===== src/rtl/memory_access_pkg.sv =====
// Shared definitions for the MEM pipeline stage.
//   - load/store operation encodings used by the EX->MEM interface
//   - TRUE/FALSE single-bit constants
//   - MEM stage FSM state type (MEM_IDLE / MEM_WAIT)
//   - store byte-enable helper
package memory_access_pkg;

    localparam logic [2:0] NOTLOAD  = 3'd0;
    localparam logic [2:0] LB       = 3'd1;
    localparam logic [2:0] LH       = 3'd2;
    localparam logic [2:0] LW       = 3'd3;
    localparam logic [2:0] LBU      = 3'd4;
    localparam logic [2:0] LHU      = 3'd5;

    localparam logic [1:0] NOTSTORE = 2'd0;
    localparam logic [1:0] SB       = 2'd1;
    localparam logic [1:0] SH       = 2'd2;
    localparam logic [1:0] SW       = 2'd3;

    localparam logic TRUE  = 1'b1;
    localparam logic FALSE = 1'b0;

    typedef enum logic {
        MEM_IDLE = 1'b0,
        MEM_WAIT = 1'b1
    } mem_state_e;

    // Byte enables for a store of the given size at the given byte lane.
    function automatic logic [3:0] store_be(input logic [1:0] st, input logic [1:0] ofs);
        logic [3:0] be;
        case (st)
            SB:      be = 4'b0001 << ofs;
            SH:      be = ofs[1] ? 4'b1100 : 4'b0011;
            SW:      be = 4'b1111;
            default: be = 4'b0000;
        endcase
        return be;
    endfunction

endpackage


===== src/rtl/memory_access_load_align.sv =====
// Load alignment / extension for the MEM stage (purely combinational).
// Ports:
//   rdata     in  32  word returned by data memory
//   offset    in   2  byte offset of the access within the word
//   info_load in   3  load type (LB/LH/LW/LBU/LHU)
//   ld_data   out 32  selected lane, sign- or zero-extended to 32 bits
module memory_access_load_align
    import memory_access_pkg::*;
(
    input  logic [31:0] rdata,
    input  logic [1:0]  offset,
    input  logic [2:0]  info_load,
    output logic [31:0] ld_data
);

    logic [7:0]  byte_s;
    logic [15:0] half_s;

    // Lane selection: byte by full offset, half by offset[1] only.
    always_comb begin
        byte_s = 8'h00;
        case (offset)
            2'd0:    byte_s = rdata[7:0];
            2'd1:    byte_s = rdata[15:8];
            2'd2:    byte_s = rdata[23:16];
            2'd3:    byte_s = rdata[31:24];
            default: byte_s = 8'h00;
        endcase
        if (offset[1]) begin
            half_s = rdata[31:16];
        end else begin
            half_s = rdata[15:0];
        end
    end

    // Extension according to load type.
    always_comb begin
        ld_data = 32'h0000_0000;
        case (info_load)
            LB:      ld_data = {{24{byte_s[7]}}, byte_s};
            LBU:     ld_data = {24'h00_0000, byte_s};
            LH:      ld_data = {{16{half_s[15]}}, half_s};
            LHU:     ld_data = {16'h0000, half_s};
            LW:      ld_data = rdata;
            default: ld_data = rdata;
        endcase
    end

endmodule


===== src/rtl/memory_access.sv =====
// MEM pipeline stage: issues loads/stores on a req/ack data-memory port,
// shifts store data into byte lanes, extends load data, and registers the
// result for WB. Stalls upstream stages while an access is outstanding.
// Optional build macro: MEM_MISALIGN_TRAP_EN (adds misalign_trap output and
// suppresses misaligned half/word accesses).
// Ports:
//   clk, rstn                  clock, synchronous active-low reset
//   alu_result, rs2E           EX result/address and store data
//   write_regE, info_loadE, info_storeE, dstreg_addrE  EX control
//   dmem_req/we/addr/be/wdata  memory request (combinational)
//   dmem_rdata, dmem_ack       memory response
//   stall_mem                  hold EX/ID/IF this cycle
//   forward_data_writemem      alu_result, forwarded upstream
//   wb_data, write_regM, dstreg_addrM  registered WB outputs
//   misalign_trap              registered one-cycle trap pulse (optional)
module memory_access
    import memory_access_pkg::*;
#(
    parameter int ADDR_W = 32
) (
    input  logic              clk,
    input  logic              rstn,
    input  logic [31:0]       alu_result,
    input  logic [31:0]       rs2E,
    input  logic              write_regE,
    input  logic [2:0]        info_loadE,
    input  logic [1:0]        info_storeE,
    input  logic [4:0]        dstreg_addrE,
    output logic              dmem_req,
    output logic              dmem_we,
    output logic [ADDR_W-1:0] dmem_addr,
    output logic [3:0]        dmem_be,
    output logic [31:0]       dmem_wdata,
    input  logic [31:0]       dmem_rdata,
    input  logic              dmem_ack,
    output logic              stall_mem,
    output logic [31:0]       forward_data_writemem,
    output logic [31:0]       wb_data,
    output logic              write_regM,
    output logic [4:0]        dstreg_addrM
`ifdef MEM_MISALIGN_TRAP_EN
    ,
    output logic              misalign_trap
`endif
);

    mem_state_e  state_r;
    mem_state_e  next_state_s;
    logic        is_load_s;
    logic        is_store_s;
    logic        memop_s;
    logic        misalign_s;
    logic        req_s;
    logic        stall_s;
    logic        complete_s;
    logic [31:0] ld_data_s;
    logic [3:0]  be_s;
    logic [31:0] wdata_s;
    logic        we_s;
    logic [31:0] wb_data_r;
    logic        write_reg_r;
    logic [4:0]  dstreg_r;

    // A simultaneous load+store encoding is treated as a load.
    assign is_load_s  = (info_loadE != NOTLOAD);
    assign is_store_s = (info_storeE != NOTSTORE);
    assign memop_s    = is_load_s | is_store_s;

`ifdef MEM_MISALIGN_TRAP_EN
    logic misalign_trap_r;

    // Detect halfword/word accesses that do not sit on their natural boundary.
    always_comb begin
        misalign_s = FALSE;
        if (is_load_s) begin
            case (info_loadE)
                LH, LHU: misalign_s = alu_result[0];
                LW:      misalign_s = |alu_result[1:0];
                default: misalign_s = FALSE;
            endcase
        end else begin
            case (info_storeE)
                SH:      misalign_s = alu_result[0];
                SW:      misalign_s = |alu_result[1:0];
                default: misalign_s = FALSE;
            endcase
        end
    end

    // Trap pulse: one cycle per misaligned access seen while idle.
    always_ff @(posedge clk) begin
        if (!rstn) begin
            misalign_trap_r <= 1'b0;
        end else begin
            misalign_trap_r <= (state_r == MEM_IDLE) && memop_s && misalign_s;
        end
    end

    assign misalign_trap = misalign_trap_r;
`else
    assign misalign_s = FALSE;
`endif

    // FSM state register.
    always_ff @(posedge clk) begin
        if (!rstn) begin
            state_r <= MEM_IDLE;
        end else begin
            state_r <= next_state_s;
        end
    end

    // FSM next-state, request and stall decode.
    always_comb begin
        next_state_s = state_r;
        req_s        = FALSE;
        stall_s      = FALSE;
        complete_s   = FALSE;
        case (state_r)
            MEM_IDLE: begin
                if (memop_s && !misalign_s) begin
                    req_s = TRUE;
                    if (dmem_ack) begin
                        complete_s = TRUE;
                    end else begin
                        stall_s      = TRUE;
                        next_state_s = MEM_WAIT;
                    end
                end else begin
                    next_state_s = MEM_IDLE;
                end
            end
            MEM_WAIT: begin
                req_s = TRUE;
                if (dmem_ack) begin
                    complete_s   = TRUE;
                    next_state_s = MEM_IDLE;
                end else begin
                    stall_s = TRUE;
                end
            end
            default: next_state_s = MEM_IDLE;
        endcase
    end

    // Store lane placement and byte enables; loads read the whole word.
    always_comb begin
        be_s    = 4'b0000;
        wdata_s = 32'h0000_0000;
        we_s    = FALSE;
        if (is_load_s) begin
            be_s = 4'b1111;
        end else begin
            be_s = store_be(info_storeE, alu_result[1:0]);
            we_s = is_store_s;
            case (info_storeE)
                SB:      wdata_s = {4{rs2E[7:0]}};
                SH:      wdata_s = {2{rs2E[15:0]}};
                SW:      wdata_s = rs2E;
                default: wdata_s = 32'h0000_0000;
            endcase
        end
    end

    memory_access_load_align u_load_align (
        .rdata     (dmem_rdata),
        .offset    (alu_result[1:0]),
        .info_load (info_loadE),
        .ld_data   (ld_data_s)
    );

    // WB pipeline register: ALU pass-through, load completion, or bubble.
    always_ff @(posedge clk) begin
        if (!rstn) begin
            wb_data_r   <= 32'h0000_0000;
            write_reg_r <= 1'b0;
            dstreg_r    <= 5'd0;
        end else begin
            if ((state_r == MEM_IDLE) && !memop_s) begin
                wb_data_r   <= alu_result;
                write_reg_r <= write_regE;
                dstreg_r    <= dstreg_addrE;
            end else if (complete_s) begin
                if (is_load_s) begin
                    wb_data_r   <= ld_data_s;
                    write_reg_r <= write_regE;
                end else begin
                    write_reg_r <= 1'b0;
                end
                dstreg_r <= dstreg_addrE;
            end else begin
                // Stalled or trapped access: send a bubble to WB.
                write_reg_r <= 1'b0;
            end
        end
    end

    // The request is dropped immediately while reset is asserted.
    assign dmem_req              = req_s & rstn;
    assign stall_mem             = stall_s & rstn;
    assign dmem_we               = we_s;
    assign dmem_addr             = {alu_result[ADDR_W-1:2], 2'b00};
    assign dmem_be               = be_s;
    assign dmem_wdata            = wdata_s;
    assign forward_data_writemem = alu_result;
    assign wb_data               = wb_data_r;
    assign write_regM            = write_reg_r;
    assign dstreg_addrM          = dstreg_r;

endmodule


===== config.mk =====
export PLATFORM = sky130hd
export DESIGN_NAME = memory_access
export DESIGN_NICKNAME = d
export VERILOG_FILES = /design/src/rtl/memory_access_pkg.sv /design/src/rtl/memory_access_load_align.sv /design/src/rtl/memory_access.sv
export SDC_FILE = /design/constraint.sdc
export NUM_CORES = 1
export LEC_CHECK = 0
export BUFFER_PORTS_ARGS = -buffer_cell sky130_fd_sc_hd__buf_4
export CORE_MARGIN = 8
export CORE_UTILIZATION = 43
export DETAILED_ROUTE_END_ITERATION = 6
export MAX_ROUTING_LAYER = met4
export PLACE_DENSITY_LB_ADDON = 0.1
export SLEW_MARGIN = 20
export SYNTH_ARGS = -nofsm -noshare
export SYNTH_HDL_FRONTEND = slang
export SYNTH_SLANG_ARGS = --single-unit

===== constraint.sdc =====
create_clock -name clk -period 1.8 [get_ports clk]
set_input_delay 0.18 -clock clk [delete_from_list [all_inputs] [get_ports clk]]
set_output_delay 0.18 -clock clk [all_outputs]
set_load 0.03 [all_outputs]

==> results of run 1 <==
-- synth_stat cells, drive strengths merged, types with 8 or more instances --
| cell | instances | share of area (%) |
|---|---|---|
| a211oi | 14 | 2.9 |
| a21oi | 48 | 6.6 |
| a22oi | 8 | 1.7 |
| a2bb2oi | 8 | 1.9 |
| a31oi | 16 | 2.8 |
| and2 | 10 | 1.7 |
| buf | 85 | 17 |
| clkbuf | 24 | 2.5 |
| dfxtp | 39 | 21 |
| mux2i | 9 | 2.5 |
| mux4 | 8 | 5.0 |
| nand2 | 27 | 2.8 |
| nand3 | 19 | 2.8 |
| nor2 | 24 | 2.8 |
| nor2b | 11 | 1.9 |
| nor3 | 12 | 1.8 |
| o211ai | 22 | 5.8 |
| o21ai | 10 | 1.4 |
-- layout make-up --
class	instances	area (µm²)	share of cell area, %
sequential	39	781	14.4
timing repair buffer	281	2180	40.4
inverter	4	15.0	0.277
multi-input combinational	310	2210	40.9
clock buffer	6	82.6	1.53
clock inverter	1	5.00	0.0925
tap	105	131	2.43
-- timing repair --
| action | CTS | global route |
|---|---|---|
| setup buffers | 0 | 0 |
| endpoints found under the setup margin | 2 | 8 |
| hold endpoints to repair | 0 | 0 |
| gates cloned | 1 | 0 |
| resized for setup | 1 | 1 |
| pin swaps | 0 | 0 |
-- worst min-delay path: stages --
cell and delay (ns):
buf_4 0.10, nand2_1 0.06, a21oi_1 0.03
-- per-stage QoR --
step	area, µm²	std cells
2_1_floorplan	3700	462
3_3_place_gp	5280	738
3_5_place_dp	5280	738
6_report	5410	746
4_1_cts	5410	746
5_1_grt	5410	746
-- layer usage --
metal	wire length, µm	vias up	track usage, %
li1	-	2027	-
met2	7480	242	40.2
met4	310	0	7.43
met5	0	-	-
met3	1650	27	6.90
met1	5930	2042	30.5
-- logic make-up (layout without fill, tap and decap cells) --
logic type,Yosys count,count (layout)
AO/OA/AOI/OAI,165,165
XOR/XNOR,1,1
buffers and inverters,113,292
flip-flops,39,39
multiplexers,18,18
other,1,2
AND/OR/NAND/NOR,124,124
-- how the worst max path moves through the flow --
stage | startpoint | to | depth (start not counted)
2_1_floorplan | info_loadE[1] | dmem_wdata[0] | 6
3_3_place_gp | info_loadE[2] | dmem_wdata[7] | 6
3_5_place_dp | info_loadE[2] | dmem_wdata[1] | 6
4_1_cts | info_loadE[2] | dmem_wdata[1] | 6
5_1_grt | state_r | stall_mem | 5
6_report | state_r | stall_mem | 5
-- registers in the layout, indices dropped and copies added, names as in the netlist --
name / flops
dstreg_addrM: 5
state_r: 1
wb_data: 32
write_regM: 1
-- power by group --
part / switching [µW] / total (µW) / internal (µW) / leakage (µW)
Clock: 333 / 635 / 301 / 0.0000470
Combinational: 835 / 1450 / 616 / 0.00206
Sequential: 39.5 / 969 / 929 / 0.000322
==> run metrics, run 1 <==
DR vias/cell=5.82; Vias=4338; Sum Neg Setup Slack=0 ns; Power Density=564 nW/µm²; DRT Pass-1 Iters=5; GR Overflow Total=0; leak pwr=0.00243 µW; sequential area share after synthesis=21.5%; Synth-to-Final Area Change=48.8%; maximum VDD drop=0.414 mV; # rows=33; RR Endpoint=wb_data[7]; slowest cell on the critical path=or3_4; Pwr Total=3050 µW; CP Cell Sequence=or3_4 > nor2_4 > buf_12 > nor3_1 > buf_4; Worst Path Arrival=1.57 ns; adder-cell share of the synthesized area=0%; Die Span Y=108 µm; hold path endpoint=write_regM; synthesized instance count=461; final hold vios=0; Core ar.=8220 µm²; xor and xnor area share after synthesis=0.241%; Final Wtd Congestion=0.934; pin count of the biggest net entering global routing=40; DR iter-0 viols=302; count of input and output buffers=248; number of global-route vias before repair=4295; syn avg cell area=7.89 µm²; GR Util All Layers=25.3%; final worst slack=0.0455 ns; fin nets=751; CP Launch Type=flop; Die Span X=108 µm; worst path required time=1.62 ns; depth of the worst hold-timing path=3; CTS H-tree depth=2; worst slew margin relative to its limit=48.5%; fin util=65.9%; worst path bufs/invs=2; ys async rst share=0%; Filler Cell Count=701; dominant synthesized flop cell=dfxtp_1; Routed wire per std cell=20.6 µm; top cell family by delay on the critical path=simple AND/OR/NAND/NOR gates; status=finished, final reports clean; mapped cell area=3640 µm²; CP max stage delay=0.37 ns; Final min period=1.75 ns; clock-pin slew on the worst setup and hold paths=0.08 ns; commonest cells after routing, fill and taps aside=276 x buf_4, 48 x a21oi_1, 39 x dfxtp_1; hpwl dp=12.2 mm; Final Setup Violations=0; Max Fclk=0.570 GHz; CTS Root Cell=clkbuf_8; Post-synth EDFFs=0; reg2reg path depth=4; Synth Warn #=0; crit path kind=reg -> out; top-level I/O count=251; final period utilization=97.5%; initial antenna violation count=0; mux cell area share after synthesis=7.74%; flop and latch count out of synthesis=39; Ant. Diodes=0; CP Max Fanout=21; final WL=15.4 mm; Pins Over Slew Limit=0; # DRC=0; compound-gate portion of the synthesized area=33.1%; Tightest Hold Check Type=in -> reg; cts hold-fix bufs=0; Netlist cell types=51; clock skew=0.00453 ns; crit end category=output port; largest family of logic cells by synthesized area=compound AO/OA/AOI/OAI gates; reg2reg start=state_r; clk_lat worst skew=0.30 ns; post-synthesis simple-gate area fraction=17.8%; share of cells above drive strength 1=49.6%; Die ar.=11700 µm²; Hold Slack=0.113 ns; Max Root-Sink Buffers=2; Max-cap violations=0; CTS buffer count=5; CTS Sinks=39; CTS tree=built; worst slew pin tran=0.772 ns; initial core utilization=44.3%; first-pass GRT wire length=22.9 mm; hold_sp=write_regE; R2R setup slack=0.24 ns; RSZ-0062 raised after global routing=no; Antenna Nets Post-Route=0; commonest non-fill, non-tap cell in the layout=buf_4; Placement Setup Slack=0.0193 ns
(Power assumes the default switching activity.)
==> run 2: changes to the inputs <==
--- a/config.mk
+++ b/config.mk
@@ -5,9 +5,12 @@
 export SDC_FILE = /design/constraint.sdc
 export NUM_CORES = 1
 export LEC_CHECK = 0
+export ABC_AREA = 1
 export BUFFER_PORTS_ARGS = -buffer_cell sky130_fd_sc_hd__buf_4
+export CELL_PAD_IN_SITES_DETAIL_PLACEMENT = 1
+export CELL_PAD_IN_SITES_GLOBAL_PLACEMENT = 2
 export CORE_MARGIN = 8
-export CORE_UTILIZATION = 43
+export CORE_UTILIZATION = 19
 export DETAILED_ROUTE_END_ITERATION = 6
 export MAX_ROUTING_LAYER = met4
 export PLACE_DENSITY_LB_ADDON = 0.1
==> constraint.sdc (replaced) <==
create_clock -name clk -period 1.8 [get_ports clk]
set_input_delay 0.27 -clock clk [delete_from_list [all_inputs] [get_ports clk]]
set_output_delay 0.27 -clock clk [all_outputs]
set_load 0.03 [all_outputs]
==> run 2 against run 1 <==
Cell count increased by 40%; global-route usage decreased by 10 points; non-clock buffer count decreased by 7; clock skew decreased by 0.00078 ns; critical endpoint is now dmem_wdata[22]; sequential power about the same; sequential share of layout area decreased by 0.16 points; clock power increased by 70%; via count increased by 4.9%; largest cell class is now non-clock buffers.
==> run metrics, run 2 <==
Max-cap violations=0; Final Setup Violations=0; Filler Cell Count=2384; ys async rst share=0%; crit end category=output port; Antenna Nets Post-Route=0; # rows=50; count of input and output buffers=248; clk_lat worst skew=0.30 ns; DR vias/cell=4.34; initial antenna violation count=1; crit path capture=dmem_wdata[22]; CTS tree=built; CTS Sinks=39; mapped cell area=3560 µm²; number of global-route vias before repair=4887; status=finished, final reports clean; syn avg cell area=5.71 µm²; Seq. cell area=781 µm²; clock-pin slew on the worst setup and hold paths=0.07 ns; P_sw=1320 µW; Synth-to-Final Area Change=53.6%; share of cells above drive strength 1=36.7%; slowest cell on the critical path=buf_4; combinational power share=40.5%; Critical Path Stages=8; GR Util All Layers=15.2%; top cell family by delay on the critical path=buffers and inverters; # DRC=0; Die ar.=23400 µm²; maximum VDD drop=0.312 mV; sequential area share after synthesis=21.9%; Pwr Total=3460 µW; top-level I/O count=251; Sum Neg Setup Slack=0 ns; crit path kind=in -> out; reg2reg start=state_r; Tightest Hold Check Type=in -> reg; Int Power=2140 µW; final WL=17.8 mm; final period utilization=90.5%; dominant synthesized flop cell=dfxtp_1; Commonest cells post-synth=185 x nand2_1, 69 x buf_4, 59 x inv_1; worst path required time=1.53 ns; first-pass GRT wire length=27.7 mm; Pins Over Slew Limit=0; CP max stage delay=0.19 ns; initial core utilization=19.2%; CTS H-tree depth=2; RSZ-0062 raised after global routing=no; cts hold-fix bufs=0; Largest register FFs=32; Final Wtd Congestion=0.795; Power Density=631 nW/µm²; pin count of the biggest net entering global routing=35; clock skew=0.00375 ns; Routed wire per std cell=17.0 µm; Die Span Y=153 µm; R2R setup slack=0.40 ns; DRT Pass-1 Iters=4; Core ar.=18600 µm²; worst path bufs/invs=4; CP Max Fanout=17; Max Fclk=0.614 GHz; most area-hungry cell type in the Yosys netlist=dfxtp_1; CTS buffer count=5; Hold Slack=0.200 ns; Synth top area share=21.9%; Worst Setup SP=info_loadE[2]; final hold vios=0; hpwl dp=14.9 mm; fin nets=922; Final min period=1.63 ns; final instance area=5470 µm²; commonest non-fill, non-tap cell in the layout=buf_4; Seq pwr share=28.1%; switch share=38.2%; Worst Path Arrival=1.36 ns; Top cell by count, worst path=buf_4; reg2reg path depth=7; Synth area leaders=dfxtp_1 22%, nand2_1 19%, buf_4 15%, a21oi_1 6.9%, nand3_1 6.9%; CP Launch Type=primary input; commonest cells after routing, fill and taps aside=272 x buf_4, 185 x nand2_1, 59 x inv_1; DR iter-0 viols=172; Clk pwr share=31.4%; CP Cell Sequence=buf_4 > nor2_2 > nand2_2 > inv_2 > nand2_1 > buf_4 > a21oi_1 > buf_4; RR Endpoint=wb_data[7]; Die Span X=153 µm; synthesized instance count=624; Placed Cells=1039; Vias=4550; Synth Warn #=0; Post-synth EDFFs=0; Multi-input gate area=1900 µm²; CTS Root Cell=clkbuf_16; leak pwr=0.00299 µW; placed instance area=5300 µm²; count leader, synth=nand2_1; Max Root-Sink Buffers=2; non-filler cells, final=1048; flop and latch count out of synthesis=39; Netlist cell types=27; GR Overflow Total=0
run 2: how the worst min path moves through the flow:
stage / cells after the start / slack [ns] / start / endpoint
global route: 3 / 0.20 / dstreg_addrE[4] / dstreg_addrM[4]
CTS: 3 / 0.19 / dstreg_addrE[4] / dstreg_addrM[4]
floorplan: 2 / 0.40 / write_regE / write_regM
detailed placement: 2 / 0.47 / wb_data[6] / wb_data[6]
global placement: 2 / 0.46 / wb_data[2] / wb_data[2]
finish: 3 / 0.20 / dstreg_addrE[4] / dstreg_addrM[4]
run 2: final cells by class:
class / count / area share, %
clock buffer: 5 / 2.29
timing repair buffer: 274 / 38.0
multi-input combinational: 426 / 34.7
sequential: 39 / 14.3
inverter: 66 / 4.55
antenna: 1 / 0.0457
tap: 234 / 5.35
clock inverter: 3 / 0.800
run 2: metrics by stage:
step           util, %  setup WS (ns)
4_1_cts           29.4          0.139
6_report          29.5          0.171
3_5_place_dp      28.5         0.0869
2_1_floorplan        -         0.0288
5_1_grt           29.5         0.0325
3_3_place_gp      28.5          0.177
run 2: tightest hold or removal path, stage by stage:
cell	delay (ns)
buf_4	0.08
nor2_1	0.03
nor2_1	0.09
run 2: per-layer routing:
| layer | vias up | part of all wire, % | global-route usage (%) |
|---|---|---|---|
| li1 | 2290 | - | - |
| met4 | 0 | 1.2 | 4.05 |
| met5 | - | 0 | - |
| met2 | 160 | 47 | 24.9 |
| met3 | 11 | 5.3 | 3.58 |
| met1 | 2089 | 46 | 18.5 |
run 2: kinds of logic (layout without fill, tap and decap cells):
group	after synthesis	in the layout	synth area share [%]
flip-flops	39	39	21.9
AND/OR/NAND/NOR	310	310	36.0
AO/OA/AOI/OAI	114	114	17.0
other	1	3	0.105
buffers and inverters	160	348	24.9
run 2: power groups by stage:
stage,Clock [µW],Combinational [µW],Sequential (µW)
3_3_place_gp,0,1410,991
2_1_floorplan,0,720,1120
5_1_grt,1160,1520,981
6_report,1080,1400,972
4_1_cts,1120,1430,973
3_5_place_dp,0,1430,991
run 2: repair_timing:
action | 4_1_cts | 5_1_grt
resized for setup | 0 | 1
buffers inserted | 0 | 0
endpoints found under the setup margin | 0 | 1
==> run 3: changes to the inputs <==
--- a/config.mk
+++ b/config.mk
@@ -10,11 +10,13 @@
 export CELL_PAD_IN_SITES_DETAIL_PLACEMENT = 1
 export CELL_PAD_IN_SITES_GLOBAL_PLACEMENT = 2
 export CORE_MARGIN = 8
-export CORE_UTILIZATION = 19
+export CORE_UTILIZATION = 17
 export DETAILED_ROUTE_END_ITERATION = 6
+export GPL_TIMING_DRIVEN = 0
 export MAX_ROUTING_LAYER = met4
 export PLACE_DENSITY_LB_ADDON = 0.1
 export SLEW_MARGIN = 20
 export SYNTH_ARGS = -nofsm -noshare
 export SYNTH_HDL_FRONTEND = slang
 export SYNTH_SLANG_ARGS = --single-unit
+export TNS_END_PERCENT = 5
==> constraint.sdc (replaced) <==
create_clock -name clk -period 1.4 [get_ports clk]
set_input_delay 0.21 -clock clk [delete_from_list [all_inputs] [get_ports clk]]
set_output_delay 0.21 -clock clk [all_outputs]
set_load 0.03 [all_outputs]
==> run 3 against run 2 <==
The run now ends with setup timing left; worst hold slack got worse by 0.067 ns; sequential cell count unchanged; sequential power increased by 29%; die area increased by 11%; power increased by 36%; cell count increased by 11%; first-iteration DRC count decreased by 8.1%; sequential share of layout area decreased by 2.3 points; clock power increased by 28%; largest cell class unchanged.
==> run metrics, run 3 (synthesized netlist as in run 2, its figures left out) <==
final hold vios=0; Final Wtd Congestion=0.778; cts hold-fix bufs=0; Tightest Hold Check Type=in -> reg; reg2reg start=state_r; initial antenna violation count=0; failing checks=setup timing; Pins Over Slew Limit=0; met3 usage=4.12%; worst slew pin tran=0.502 ns; RSZ-0062 raised after global routing=yes; Power Density=721 nW/µm²; Vias=4871; initial core utilization=17.1%; DR vias/cell=4.17; Multi-input gate area=2140 µm²; GR Util All Layers=14.8%; Final Setup Violations=2; Filler Cell Count=2667; depth of the worst hold-timing path=3; CTS tree=built; status=finished, violations left; Routed wire per std cell=16.5 µm; DR iter-0 viols=158; hold path endpoint=dstreg_addrM[0]; final WL=19.2 mm; pin count of the biggest net entering global routing=14; count of input and output buffers=248; clk_lat worst skew=0.30 ns; Final min period=1.45 ns; reg2reg path depth=7; Max Root-Sink Buffers=2; leak pwr=0.00343 µW; maximum VDD drop=0.402 mV; CTS H-tree depth=2; Synth-to-Final Area Change=83.5%; Max Fclk=0.689 GHz; CTS buffer count=5; GR Util met2=24.9%; fin nets=1002; Core ar.=20800 µm²; CTS Sinks=39; CTS Root Cell=clkbuf_16; Sum Neg Setup Slack=-0.0527 ns; first-pass GRT wire length=29.6 mm; hpwl dp=16.1 mm; final worst slack=-0.0505 ns; Pwr Total=4710 µW; layer with the highest usage=met2; hold_sp=dstreg_addrE[0]; worst path required time=1.19 ns; CP Max Fanout=4; Max-cap violations=0; final period utilization=104%; clock skew=0.00271 ns; worst slew margin relative to its limit=66.5%; CP Launch Type=flop; crit path kind=reg -> out; Largest register FFs=32; met1 Track Usage GR=17.5%; top-level I/O count=251; crit end category=output port; DRT Pass-1 Iters=4; Ant. Diodes=0; fin util=31.4%; Die Span Y=161 µm; GR Overflow Total=0; Die Span X=161 µm; commonest non-fill, non-tap cell in the layout=buf_4; Die ar.=25800 µm²; R2R setup slack=0.04 ns; Antenna Nets Post-Route=0; clock-pin slew on the worst setup and hold paths=0.07 ns; number of global-route vias before repair=5179; Worst Path Arrival=1.24 ns; commonest cells after routing, fill and taps aside=299 x buf_4, 174 x nand2_1, 55 x inv_1; Seq. cell area=782 µm²; # DRC=0; RR Endpoint=wb_data[12]; share of cells above drive strength 1=46.9%; # rows=53
## run 3: power by group
part	internal (µW)	switching [µW]	leakage [µW]
registers	1200	45.4	0.000323
clock network	843	540	0.0000838
logic	877	1210	0.00302
total	2920	1790	0.00343
## run 3: final cells by class
type	instances	share of cell area, %
Multi-Input combinational cell	426	32.7
Timing Repair Buffer	260	31.7
Sequential cell	39	12.0
Buffer	94	11.7
Tap cell	275	5.26
Inverter	66	4.04
Clock buffer	5	1.91
Clock inverter	3	0.670
## run 3: through the flow
step           std cells  worst slack [ns]  hold slack [ns]  area, µm²
2_1_floorplan        625            -0.124            0.338       3620
3_3_place_gp        1148            -0.666            0.435       5830
3_5_place_dp        1148            -0.672            0.440       5830
4_1_cts             1161           -0.0908            0.122       6210
5_1_grt             1168           -0.0944            0.129       6540
6_report            1168           -0.0505            0.133       6540
## run 3: repair_timing
action                                  in CTS  in global routing
pin swaps                                    3                  7
endpoints found under the hold margin        0                  0
resized for setup                           53                 69
endpoints found under the setup margin      56                 70
setup buffers                                5                  8
cloned                                       0                  0
## run 3: how the worst max path moves through the flow
stage | startpoint | to | depth (start not counted)
CTS | state_r | dmem_req | 6
finish | state_r | dmem_req | 6
detailed placement | info_storeE[0] | dmem_wdata[29] | 10
floorplan | info_storeE[1] | dmem_wdata[11] | 4
global route | state_r | dmem_req | 6
global placement | info_storeE[0] | dmem_wdata[30] | 10
## run 3: metal layers
layer  share of wire, %  routed length [µm]
met2                 49                9440
met3                6.3                1210
met5                  0                   0
met4               0.66                 127
met1                 44                8470
## run 3: worst max-delay path, cell delays in order, from the launching register on
cell	delay, ns
dfxtp_2	0.34
nor2_4	0.04
nand2_4	0.15
inv_4	0.06
buf_8	0.12
nor2_2	0.08
buf_6	0.15
